`src/rtl/mini_pe.sv`:
```
// mini_pe: small processing element fed by the per-rank switch.
// Captures changed command bytes addressed to this rank into a small FIFO,
// then executes them one at a time: register loads, a 4-bit ALU and a
// shift-add multiply-accumulate. Each result is emitted on res_out with a
// toggling bit 7, so that the switch sees a change even if the value repeats.
module mini_pe #(
  parameter logic [1:0] RANK       = 2'd0,
  parameter int         FIFO_DEPTH = 4
) (
  input  logic       clk,
  input  logic       rst,
  input  logic [7:0] cmd_in,
  output logic [7:0] res_out,
  output logic       busy,
  output logic       overflow
);

  localparam int             AW      = $clog2(FIFO_DEPTH);
  localparam logic [AW:0]    DEPTH_C = (AW + 1)'(FIFO_DEPTH);

  typedef enum logic [1:0] {IDLE, EXEC, MUL, EMIT} state_t;

  // The FIFO and cmd_reg hold only {opcode, operand}. The rank field has
  // already been matched at capture and is not needed after that.
  logic [5:0]    fifo_mem [FIFO_DEPTH];
  logic [AW-1:0] wr_ptr, rd_ptr;
  logic [AW:0]   count;
  logic [7:0]    prev_cmd;

  state_t     state;
  logic [5:0] cmd_reg;
  logic [3:0] a_reg, b_reg, res;
  logic [7:0] prod, acc;
  logic [1:0] cnt;

  logic       is_new, for_me, full, empty, push, pop;
  logic [3:0] alu_res;
  logic [7:0] partial, prod_next, acc_next;

  assign is_new = (cmd_in != prev_cmd);
  assign for_me = (cmd_in[5:4] == RANK);
  assign full   = (count == DEPTH_C);
  assign empty  = (count == '0);
  assign push   = is_new && for_me && !full;
  assign pop    = (state == IDLE) && !empty;
  assign busy   = (state != IDLE) || !empty;

  // ALU result and one shift-add step of the multiplier.
  always_comb begin
    // NOTE: give every always_comb output a default first so that no path leaves it unassigned and infers a latch.
    alu_res = 4'h0;
    case (cmd_reg[1:0])
      2'b00: alu_res = a_reg + b_reg;
      2'b01: alu_res = a_reg - b_reg;
      2'b10: alu_res = a_reg & b_reg;
      2'b11: alu_res = a_reg ^ b_reg;
      default: alu_res = 4'h0;
    endcase
    partial   = b_reg[cnt] ? ({4'h0, a_reg} << cnt) : 8'h00;
    prod_next = prod + partial;
    acc_next  = acc + prod_next;
  end

  // FIFO storage. It is left unreset because the pointers alone define which entries are valid.
  always_ff @(posedge clk) begin
    // NOTE: memory arrays get no reset; the reset pointers/count make stale contents unreachable.
    if (push) fifo_mem[wr_ptr] <= {cmd_in[7:6], cmd_in[3:0]};
  end

  // Change-detect capture, FIFO pointers/occupancy and the sticky overflow flag.
  always_ff @(posedge clk) begin
    if (rst) begin
      prev_cmd <= 8'h00;
      wr_ptr   <= '0;
      rd_ptr   <= '0;
      count    <= '0;
      overflow <= 1'b0;
    end else begin
      // NOTE: sequential state uses non-blocking assignments so every register samples pre-edge values.
      prev_cmd <= cmd_in;
      if (push) wr_ptr <= wr_ptr + 1'b1;
      if (pop)  rd_ptr <= rd_ptr + 1'b1;
      if (push && !pop)      count <= count + 1'b1;
      else if (pop && !push) count <= count - 1'b1;
      if (is_new && for_me && full) overflow <= 1'b1;
    end
  end

  // Execute FSM: pop, decode/execute, multi-cycle multiply, emit.
  always_ff @(posedge clk) begin
    if (rst) begin
      state   <= IDLE;
      cmd_reg <= 6'h00;
      a_reg   <= 4'h0;
      b_reg   <= 4'h0;
      prod    <= 8'h00;
      acc     <= 8'h00;
      cnt     <= 2'd0;
      res     <= 4'h0;
      res_out <= 8'h00;
    end else begin
      case (state)
        IDLE: begin
          if (!empty) begin
            cmd_reg <= fifo_mem[rd_ptr];
            state   <= EXEC;
          end
        end
        EXEC: begin
          case (cmd_reg[5:4])
            2'b00: begin
              a_reg <= cmd_reg[3:0];
              state <= IDLE;
            end
            2'b01: begin
              b_reg <= cmd_reg[3:0];
              state <= IDLE;
            end
            2'b10: begin
              res   <= alu_res;
              state <= EMIT;
            end
            default: begin
              if (cmd_reg[0]) acc <= 8'h00;
              prod  <= 8'h00;
              cnt   <= 2'd0;
              state <= MUL;
            end
          endcase
        end
        MUL: begin
          prod <= prod_next;
          cnt  <= cnt + 2'd1;
          if (cnt == 2'd3) begin
            acc   <= acc_next;
            res   <= cmd_reg[1] ? acc_next[7:4] : acc_next[3:0];
            state <= EMIT;
          end
        end
        EMIT: begin
          res_out <= {~res_out[7], 3'b000, res};
          state   <= IDLE;
        end
        default: state <= IDLE;
      endcase
    end
  end

endmodule

```
`config.mk`:
```
export PLATFORM = sky130hd
export DESIGN_NAME = mini_pe
export DESIGN_NICKNAME = d
export VERILOG_FILES = /design/src/rtl/mini_pe.sv
export SDC_FILE = /design/constraint.sdc
export NUM_CORES = 1
export LEC_CHECK = 0
export ABC_AREA = 1
export CAP_MARGIN = 0
export CELL_PAD_IN_SITES_DETAIL_PLACEMENT = 0
export CELL_PAD_IN_SITES_GLOBAL_PLACEMENT = 1
export CORE_MARGIN = 2
export CORE_UTILIZATION = 49
export DETAILED_ROUTE_END_ITERATION = 16
export GPL_ROUTABILITY_DRIVEN = 0
export PLACE_DENSITY_LB_ADDON = 0.05
export REMOVE_ABC_BUFFERS = 1
export SYNTH_ARGS = -nofsm -noshare
export SYNTH_HDL_FRONTEND = slang
export SYNTH_SLANG_ARGS = --single-unit
```
`constraint.sdc`:
```
create_clock -name clk -period 6.2 [get_ports clk]
set_input_delay 1.24 -clock clk [delete_from_list [all_inputs] [get_ports clk]]
set_output_delay 1.24 -clock clk [all_outputs]
set_load 0.01 [all_outputs]
```
-- Yosys cells after proc, flatten, opt, wreduce, memory -nomap -nowiden
Memories as Yosys holds them, arrays and structs flattened. A register that Yosys moved wholly into a read port is not among the register bits.
Index checks and enable logic that the tools add are counted.
- flip-flop bits (word level): 53
- RAM bits: 24
- input port bits: 10
- output and inout bits: 10
- word-level logic and storage cells: 97
- memories: 1
- $add $sub $neg: 9
- $lt $le $gt $ge: 1
- equal/unequal tests: 16
- shifts and indexed selects: 1
- mux-type cells: 24
- bitwise gates (word level): 4
- reduce and logical (&&, ||, !) cells: 28
- memory list (memory ; words ; bits a word ; read ports ; clocked after Yosys merged registers in ; write ports ; RTL line ; text):
    fifo_mem ; 4 ; 6 ; 1 ; 1 ; 1 ; 25 ; logic [5:0] fifo_mem [FIFO_DEPTH];
- operators with widths (cell ; number):
    $mux W8 ; 5
    $pmux W8 S2 ; 2
    $add A8 B8 Y8 ; 2
    $pmux W4 S4 ; 1
    $eq A2 B2 Y1 const B ; 6
    $mux W4 ; 3
    $ne A2 B2 Y1 const B ; 5
    $reduce_and A2 Y1 ; 5
    $logic_not A2 Y1 ; 4
    $ne A8 B8 Y1 ; 1
    $pmux W2 S2 ; 2
    $pmux W2 S4 ; 1
    $pmux W4 S2 ; 1
    $shl A4 B2 Y8 ; 1
    $add A2 B1 Y2 const B ; 3
    $eq A2 B1 Y1 const B ; 3
    $logic_and A1 B1 Y1 ; 6
    $mux W2 ; 3
    $mux W3 ; 2
    $reduce_bool A2 Y1 ; 3
    $add A4 B4 Y4 ; 1
    $and A4 B4 Y4 ; 1
    $logic_not A1 Y1 ; 4
    $reduce_and A4 Y1 ; 1
    other kinds (14) ; 17

-- Longest topological paths before layout
Gate-level depths: netlist of the first run.
- depth after elaboration: 8
- gate-level depth with buffers: 24

-- Worst setup path after synthesis of the first run
Ideal clock, no wire load.
- kind: reg2reg
- start point: register cnt[0]
- end point: register acc[5]
- library setup time: 0.070 ns
- data arrival time: 3.057 ns
- path slack: 3.073 ns
- stages on the path, launching flop included: 20
- buffers on the path: 1
- clock period less this slack: 3.127 ns
- cells stage by stage: dfxtp_1 clkbuf_1 inv_1 o211ai_1 nand2_1 o21ai_0 inv_1 ha_1 a21oi_1 nand2_1 or2_2 nand2_1 inv_1 ha_1 nand2_1 inv_1 a21oi_1 xor2_1 or2_2 a21oi_1
- cells in the longest elaborated chain, start to end: 7
- elaborated cells between the ends (all ways): 11
- classes of those cells: add/sub: 2; eq/ne: 2; shift: 1; mux: 5; reduce/logical: 1
- ends and longest elaborated chain (what ; RTL line ; text):
    start: declaration ; 34 ; logic [1:0] cnt;
    start signal: assignment ; 133 ; cnt <= cnt + 2'd1;
    $bmux W1 S2 ; 59 ; partial = b_reg[cnt] ? ({4'h0, a_reg} << cnt) : 8'h00;
    $mux W1 (not written as such) ; 59 ;
    $mux W8 ; 59 ;
    $add A8 B8 Y8 ; 60 ; prod_next = prod + partial;
    $add A8 B8 Y8 ; 61 ; acc_next = acc + prod_next;
    $mux W8 ; 134 ; if (cnt == 2'd3) begin
    $pmux W8 S2 ; 102 ; case (state)
    end signal: assignment ; 135 ; acc <= acc_next;
    end: declaration ; 33 ; logic [7:0] prod, acc;
Several ways; a longest one is shown, not always the timed one. The select of a mux whose other input is x is not followed.
A chain may end at the register's enable or synchronous reset.

-- Final worst setup path of the first run
- start point: input cmd_in[1]
- end point: register count[2]
- cells in the longest elaborated chain, start to end: 6
- elaborated cells between the ends (all ways): 8
- classes of those cells: eq/ne: 1; mux: 1; reduce/logical: 6
- ends and longest elaborated chain (what ; RTL line ; text):
    start: declaration ; 12 ; input logic [7:0] cmd_in,
    $ne A8 B8 Y1 * ; 40 ; assign is_new = (cmd_in != prev_cmd);
    $logic_and A1 B1 Y1 * (2 in series) ; 44 ; assign push = is_new && for_me && !full;
    named net push ; 36 ; logic is_new, for_me, full, empty, push, pop;
    $logic_not A1 Y1 ; 84 ; else if (pop && !push) count <= count - 1'b1;
    $logic_and A1 B1 Y1 ; 84 ;
    $reduce_bool A2 Y1 (no source line) ; n/a ;
    end signal: assignment ; 83 ; if (push && !pop) count <= count + 1'b1;
    end signal: assignment ; 84 ;
    end: declaration ; 27 ; logic [AW:0] count;
The timed path passes the listed nets; every way through them passes the cells marked *.

==> results of run 1 <==
==> cell usage after synthesis (all sizes together) <==
cell / instances
o221ai: 2
clkbuf: 12
ha: 28
xor2: 7
inv: 73
nand3b: 2
o22ai: 1
nor3: 6
a31o: 1
or2: 9
xnor2: 10
a31oi: 6
nand2: 92
nor2: 78
edfxtp: 24
a21o: 1
o21ai: 53
dfxtp: 59
o21bai: 2
fa: 4
a21oi: 47
o211ai: 2
nand4: 3
a22oi: 2
nand3: 26
buf: 6
conb: 1
==> routing by layer <==
metal | vias up | GRT usage | wire length [um]
li1 | 1842 | - | -
met1 | 1596 | 0.234 | 4120
met2 | 34 | 0.363 | 4630
met3 | 13 | 0.0362 | 169
met4 | 0 | 0.0674 | 192
met5 | - | 0 | 0
==> worst register-to-register path: cells and delay by family, from the launching register on <==
family / cells / cell delay (ps)
compound gates: 6 / 830
simple gates: 7 / 750
fa+ha+maj: 2 / 650
flops: 1 / 520
buf+inv: 3 / 300
xor+xnor: 1 / 210
==> worst max-delay path by stage <==
stage | from | endpoint | slack [ps] | depth (start not counted)
6_report | cmd_in[1] | count[2]$_SDFFE_PP0P_ | 2690 | 15
2_1_floorplan | cmd_in[0] | count[2]$_SDFFE_PP0P_ | 3150 | 14
3_3_place_gp | cmd_in[7] | count[2]$_SDFFE_PP0P_ | 2460 | 15
4_1_cts | cmd_in[7] | count[2]$_SDFFE_PP0P_ | 2710 | 15
3_5_place_dp | cmd_in[7] | count[2]$_SDFFE_PP0P_ | 2330 | 15
5_1_grt | cnt[0]$_SDFFE_PP0P_ | res[3]$_SDFFE_PP0P_ | 2420 | 22
==> kinds of logic after synthesis <==
family / synth area share
compound gates: 0.147
xor+xnor: 0.0336
fa+ha+maj: 0.0973
buf+inv: 0.0811
flops: 0.430
other cells: 0.000847
simple gates: 0.210
==> power by group <==
part           switching, W  internal (W)  total, W
Sequential        0.0000899      0.000625  0.000715
Clock              0.000212      0.000147  0.000359
Combinational      0.000312      0.000187  0.000499
==> final cells by class <==
type	instances	area share
Clock buffer	9	0.0257
Clock inverter	7	0.0106
Inverter	73	0.0568
Multi-Input combinational cell	385	0.450
Sequential cell	83	0.394
Tap cell	108	0.0280
Timing Repair Buffer	17	0.0347
==> through the flow <==
step	instances	hold WS, ps
after floorplan	541	438
after global placement	666	439
after detailed placement	666	445
after CTS	682	458
after global routing	682	479
final	682	453
==> impl_metrics.csv, run 1 <==
group,metric,value,unit
setup_path,slowest_stage,"clkdlybuf4s50_1",
floorplan,core,8720,um^2
placed_design,io_buffers,16,
clocking,cts_tree,"yes",
finish,multi_input_area,2170,um^2
yosys,yosysUniqueCellTypes,38,
worst_hold_path,hp-class,"register to register",
finish,final_nets,611,
floorplan,rows,34,
routing,drtAntennaViolNets,0,
routing,drc,0,
routing,vias,3485,
clocking,clk-insertion-delay-late,350,ps
setup_path,crit_type,"primary input to register",
routing,post_drt_wl_per_cell,13.4,um
routing,firstDrtPassIters,4,
timing,slew_violations,0,
finish,diodes,0,
finish,layout-drive-gt1-share,0.0767,
yosys,netlist_area,4430,um^2
clocking,cts_resized,0,
floorplan,io_pins,20,
setup_path,setup.worst_path.end_class,"register",
global_route,grt_max_degree,32,
placed_design,place_hpwl,6750,um
setup_path,ff2ff_path_depth,19,
setup_path,worstPathMaxFanout,9,
setup_path,critPathMaxStageDelay,540,ps
floorplan,die_h,99.0,um
timing,setup_tns,0,ps
placed_design,placed_cell_area,4650,um^2
yosys,synth.avg_cell_area,7.95,um^2
outcome,outcome,"finished, final reports clean",
yosys,syn_inst,557,
timing,fin_crit_sh,0.565,
setup_path,crit-reg2reg-launch,"cnt[0]$_SDFFE_PP0P_",
finish,layout.cells.most_common_list,"nand2_1, nor2_1, inv_1",
global_route,grt_overflow,0,
routing,drt_iter0_drc,119,
worst_hold_path,min_from,"overflow$_SDFFE_PP0P_",
pwr,p_total,0.00157,W
clocking,cts_made_buffers,9,
yosys,synth_area_leader_cell,"dfxtp_1",
floorplan,die_w,99.0,um
placed_design,post-place-ws,2330,ps
timing,rsz0062_at_grt,"no",
pwr,max-vdd-ir-drop,0.164,mV
floorplan,start_util,0.507,
timing,slew_headroom,0.538,
floorplan,dieArea,9810,um^2
clocking,hold_buffers,0,
global_route,grt_pass1_wl,15700,um
finish,regMostFlops,"fifo_mem",
timing,hold_violations,0,
clocking,cts_setup_buffers,0,
job,drv_cap,0,
finish,fill_cells,863,
worst_hold_path,whs_endpoint,"overflow$_SDFFE_PP0P_",
clocking,clock-root-buffer,"clkbuf_8",
clocking,clockBufferDepth,2,
timing,final-setup-viol-count,0,
setup_path,crit_arrival,3750,ps
yosys,synth_seq_area_share,0.430,
timing,worstMarginPinSlew,693,ps
timing,period_needed,3510,ps
timing,fin_skew,13.7,ps
setup_path,required,6440,ps
timing,fmax,285,MHz
pwr,leakagePower,2.08,nW
setup_path,cp_num_buf_inv,4,
clocking,clkTransAtPathRegs,90,ps
setup_path,r2r_end,"res[1]$_SDFFE_PP0P_",
global_route,antenna_found_initial,0,
yosys,synth_warnings,0,
finish,syn_to_final_growth,9.05,%
routing,via_per_inst,5.11,
finish,post-route-util,0.553,
setup_path,path_delay_family,"buffers and inverters",
routing,finalWirelength,9120,um
pwr,power_density,326,nW/um^2
finish,final_common_cell,"nand2_1",
setup_path,crit_top_cell,"inv_1",
clocking,cts_num_sinks,83,
finish,largest_reg_flops,24,
worst_hold_path,hold_path_depth,2,
setup_path,path_cells,"clkdlybuf4s50_1 -> inv_1 -> or2_2 -> nand3_1 -> nor2_1 -> nand2_1 -> nand4_2 -> inv_1 -> ha_1 -> inv_1 -> fa_1 -> a21oi_1 -> o21ai_0 -> o21ai_0 -> a21oi_1",
global_route,first_global_vias,3435,
finish,fin_area,4830,um^2
global_route,grt_usage,0.199,
setup_path,cp-start-kind,"primary input",
clocking,h-tree-depth,3,
timing,setup_ws,2690,ps
yosys,synth_seq_cells,83,
setup_path,worst-r2r-setup-slack,2830,ps
yosys,yosys-top-cells-area,"dfxtp_1, edfxtp_1, ha_1",
yosys,netlist.area_leader.share,0.267,
finish,ff_latch_area,1900,um^2
No activity file was read; power rests on OpenSTA's default activity.
==> inputs of run 2 (changes only) <==
- CORE_UTILIZATION: 49 -> 46
- clock period: 6.2 -> 3.3 ns (I/O delays scaled with it)
==> impl_metrics.csv, run 2 (synthesis gave the netlist of run 1 again) <==
group,metric,value,unit
finish,largest_reg_flops,24,
floorplan,die_w,102,um
timing,fin_crit_sh,0.939,
routing,via_per_inst,5.00,
routing,post_drt_wl_per_cell,13.1,um
setup_path,worst-r2r-setup-slack,200,ps
timing,fmax,323,MHz
finish,regMostFlops,"fifo_mem",
floorplan,start_util,0.477,
timing,rsz0062_at_grt,"yes",
global_route,antenna_found_initial,0,
worst_hold_path,hp-class,"register to register",
setup_path,crit_type,"register to register",
routing,firstDrtPassIters,4,
floorplan,io_pins,20,
finish,layout.cells.most_common_list,"nand2_1, nor2_1, inv_1",
setup_path,crit_arrival,3390,ps
timing,fin_skew,11.9,ps
outcome,outcome,"finished, final reports clean",
routing,drt_iter0_drc,154,
finish,fin_area,5050,um^2
timing,slew_violations,0,
routing,vias,3604,
timing,slew_headroom,0.533,
setup_path,required,3590,ps
setup_path,r2r_end,"acc[5]$_SDFFE_PP0P_",
pwr,power_density,605,nW/um^2
setup_path,critPathMaxStageDelay,350,ps
setup_path,crit_top_cell,"a21oi_1",
global_route,grt_max_degree,31,
worst_hold_path,hold_path_depth,2,
finish,diodes,0,
placed_design,io_buffers,16,
pwr,leakagePower,2.21,nW
setup_path,ff2ff_path_depth,16,
global_route,first_global_vias,3409,
finish,final_nets,629,
timing,hold_violations,0,
placed_design,place_hpwl,7060,um
setup_path,crit-reg2reg-launch,"b_reg[1]$_SDFFE_PP0P_",
timing,worstMarginPinSlew,700,ps
placed_design,dp.cells,699,
global_route,grt_usage,0.194,
routing,drtAntennaViolNets,0,
floorplan,die_h,102,um
finish,fin_cells,721,
global_route,grt_overflow,0,
clocking,cts_num_sinks,83,
clocking,cts_tree,"yes",
clocking,clk-insertion-delay-late,350,ps
worst_hold_path,min_from,"overflow$_SDFFE_PP0P_",
floorplan,dieArea,10400,um^2
finish,layout-drive-gt1-share,0.132,
finish,syn_to_final_growth,14.1,%
setup_path,cp-start-kind,"register",
clocking,cts_made_buffers,9,
worst_hold_path,whs_endpoint,"overflow$_SDFFE_PP0P_",
floorplan,core,9280,um^2
setup_path,worstPathMaxFanout,4,
finish,final_common_cell,"nand2_1",
clocking,clkTransAtPathRegs,100,ps
setup_path,path_cells,"inv_2 -> a21oi_2 -> o21ai_2 -> nor3_2 -> ha_2 -> inv_1 -> fa_2 -> buf_4 -> xnor2_1 -> ha_1 -> a21oi_1 -> nand2_1 -> a21oi_1 -> xor2_1 -> or2_2 -> a21oi_1",
clocking,clockBufferDepth,2,
timing,final-setup-viol-count,0,
floorplan,rows,35,
routing,drc,0,
global_route,grt_pass1_wl,15700,um
pwr,max-vdd-ir-drop,0.281,mV
clocking,hold_buffers,0,
routing,finalWirelength,9470,um
clocking,clock-root-buffer,"clkbuf_8",
setup_path,slowest_stage,"fa_2",
timing,setup_tns,0,ps
placed_design,placed_cell_area,4770,um^2
job,drv_cap,0,
setup_path,setup.worst_path.end_class,"register",
clocking,h-tree-depth,3,
timing,period_needed,3100,ps
[run 2: cell types whose count changed in the layout (fill, tap and decap cells not counted), sizes merged]
cell      delta
clkinvlp     -3
clkinv       +1
buf         +18
inv          +2
[run 2: critical path: cells and delay by family, from the launching register on]
| kind | cells | cell delay, ps |
|---|---|---|
| AO/OA/AOI/OAI | 5 | 670 |
| XOR/XNOR | 2 | 310 |
| adder cells (fa/ha/maj) | 3 | 870 |
| buffers and inverters | 3 | 250 |
| flip-flops | 1 | 340 |
| AND/OR/NAND/NOR | 3 | 580 |
[run 2: timing repair]
action | 4_1_cts | 5_1_grt
resized for setup | 0 | 18
endpoints found under the setup margin | 0 | 8
buffers inserted | 0 | 6
[run 2: layer usage]
layer | wire length (um) | part of all wire | vias up | global-route usage
met4 | 150 | 0.016 | 0 | 0.0595
li1 | - | - | 1875 | -
met5 | 0 | 0 | - | 0
met2 | 4720 | 0.50 | 55 | 0.346
met1 | 4300 | 0.45 | 1661 | 0.238
met3 | 297 | 0.031 | 13 | 0.0376
[run 2: cell type report]
cell class / count / area (um^2)
Fill cell: 921 / 4240
Timing Repair Buffer: 35 / 303
Multi-Input combinational cell: 385 / 2220
Clock buffer: 9 / 124
Tap cell: 129 / 161
Inverter: 73 / 274
Sequential cell: 83 / 1910
Clock inverter: 7 / 58.8
[run 2: how the worst max path moves through the flow]
| stage | end | start | slack, ps |
|---|---|---|---|
| 2_1_floorplan | acc[5]$_SDFFE_PP0P_ | cnt[0]$_SDFFE_PP0P_ | 290 |
| 3_3_place_gp | res[1]$_SDFFE_PP0P_ | cnt[0]$_SDFFE_PP0P_ | 70 |
| 3_5_place_dp | count[2]$_SDFFE_PP0P_ | cmd_in[7] | 120 |
| 4_1_cts | acc[5]$_SDFFE_PP0P_ | cnt[0]$_SDFFE_PP0P_ | 110 |
| 5_1_grt | res[3]$_SDFFE_PP0P_ | b_reg[1]$_SDFFE_PP0P_ | -40 |
| 6_report | acc[5]$_SDFFE_PP0P_ | b_reg[1]$_SDFFE_PP0P_ | 200 |
[run 2: per-stage QoR]
step / setup slack, ps / hold slack [ps] / utilization / total power, W
floorplan: 294 / 438 / - / 0.00202
global placement: 73.1 / 441 / 0.513 / 0.00234
detailed placement: 120 / 449 / 0.513 / 0.00236
CTS: 112 / 466 / 0.533 / 0.00307
global route: -44.0 / 498 / 0.544 / 0.00330
finish: 202 / 461 / 0.544 / 0.00305
[run 2: power by group]
| part | internal, W | leakage (nW) | total [W] | switching [W] |
|---|---|---|---|---|
| logic | 0.000396 | 1.42 | 0.00104 | 0.000646 |
| clock network | 0.000287 | 0.0925 | 0.000699 | 0.000412 |
| registers | 0.00118 | 0.701 | 0.00131 | 0.000138 |
| total | 0.00186 | 2.21 | 0.00305 | 0.00120 |
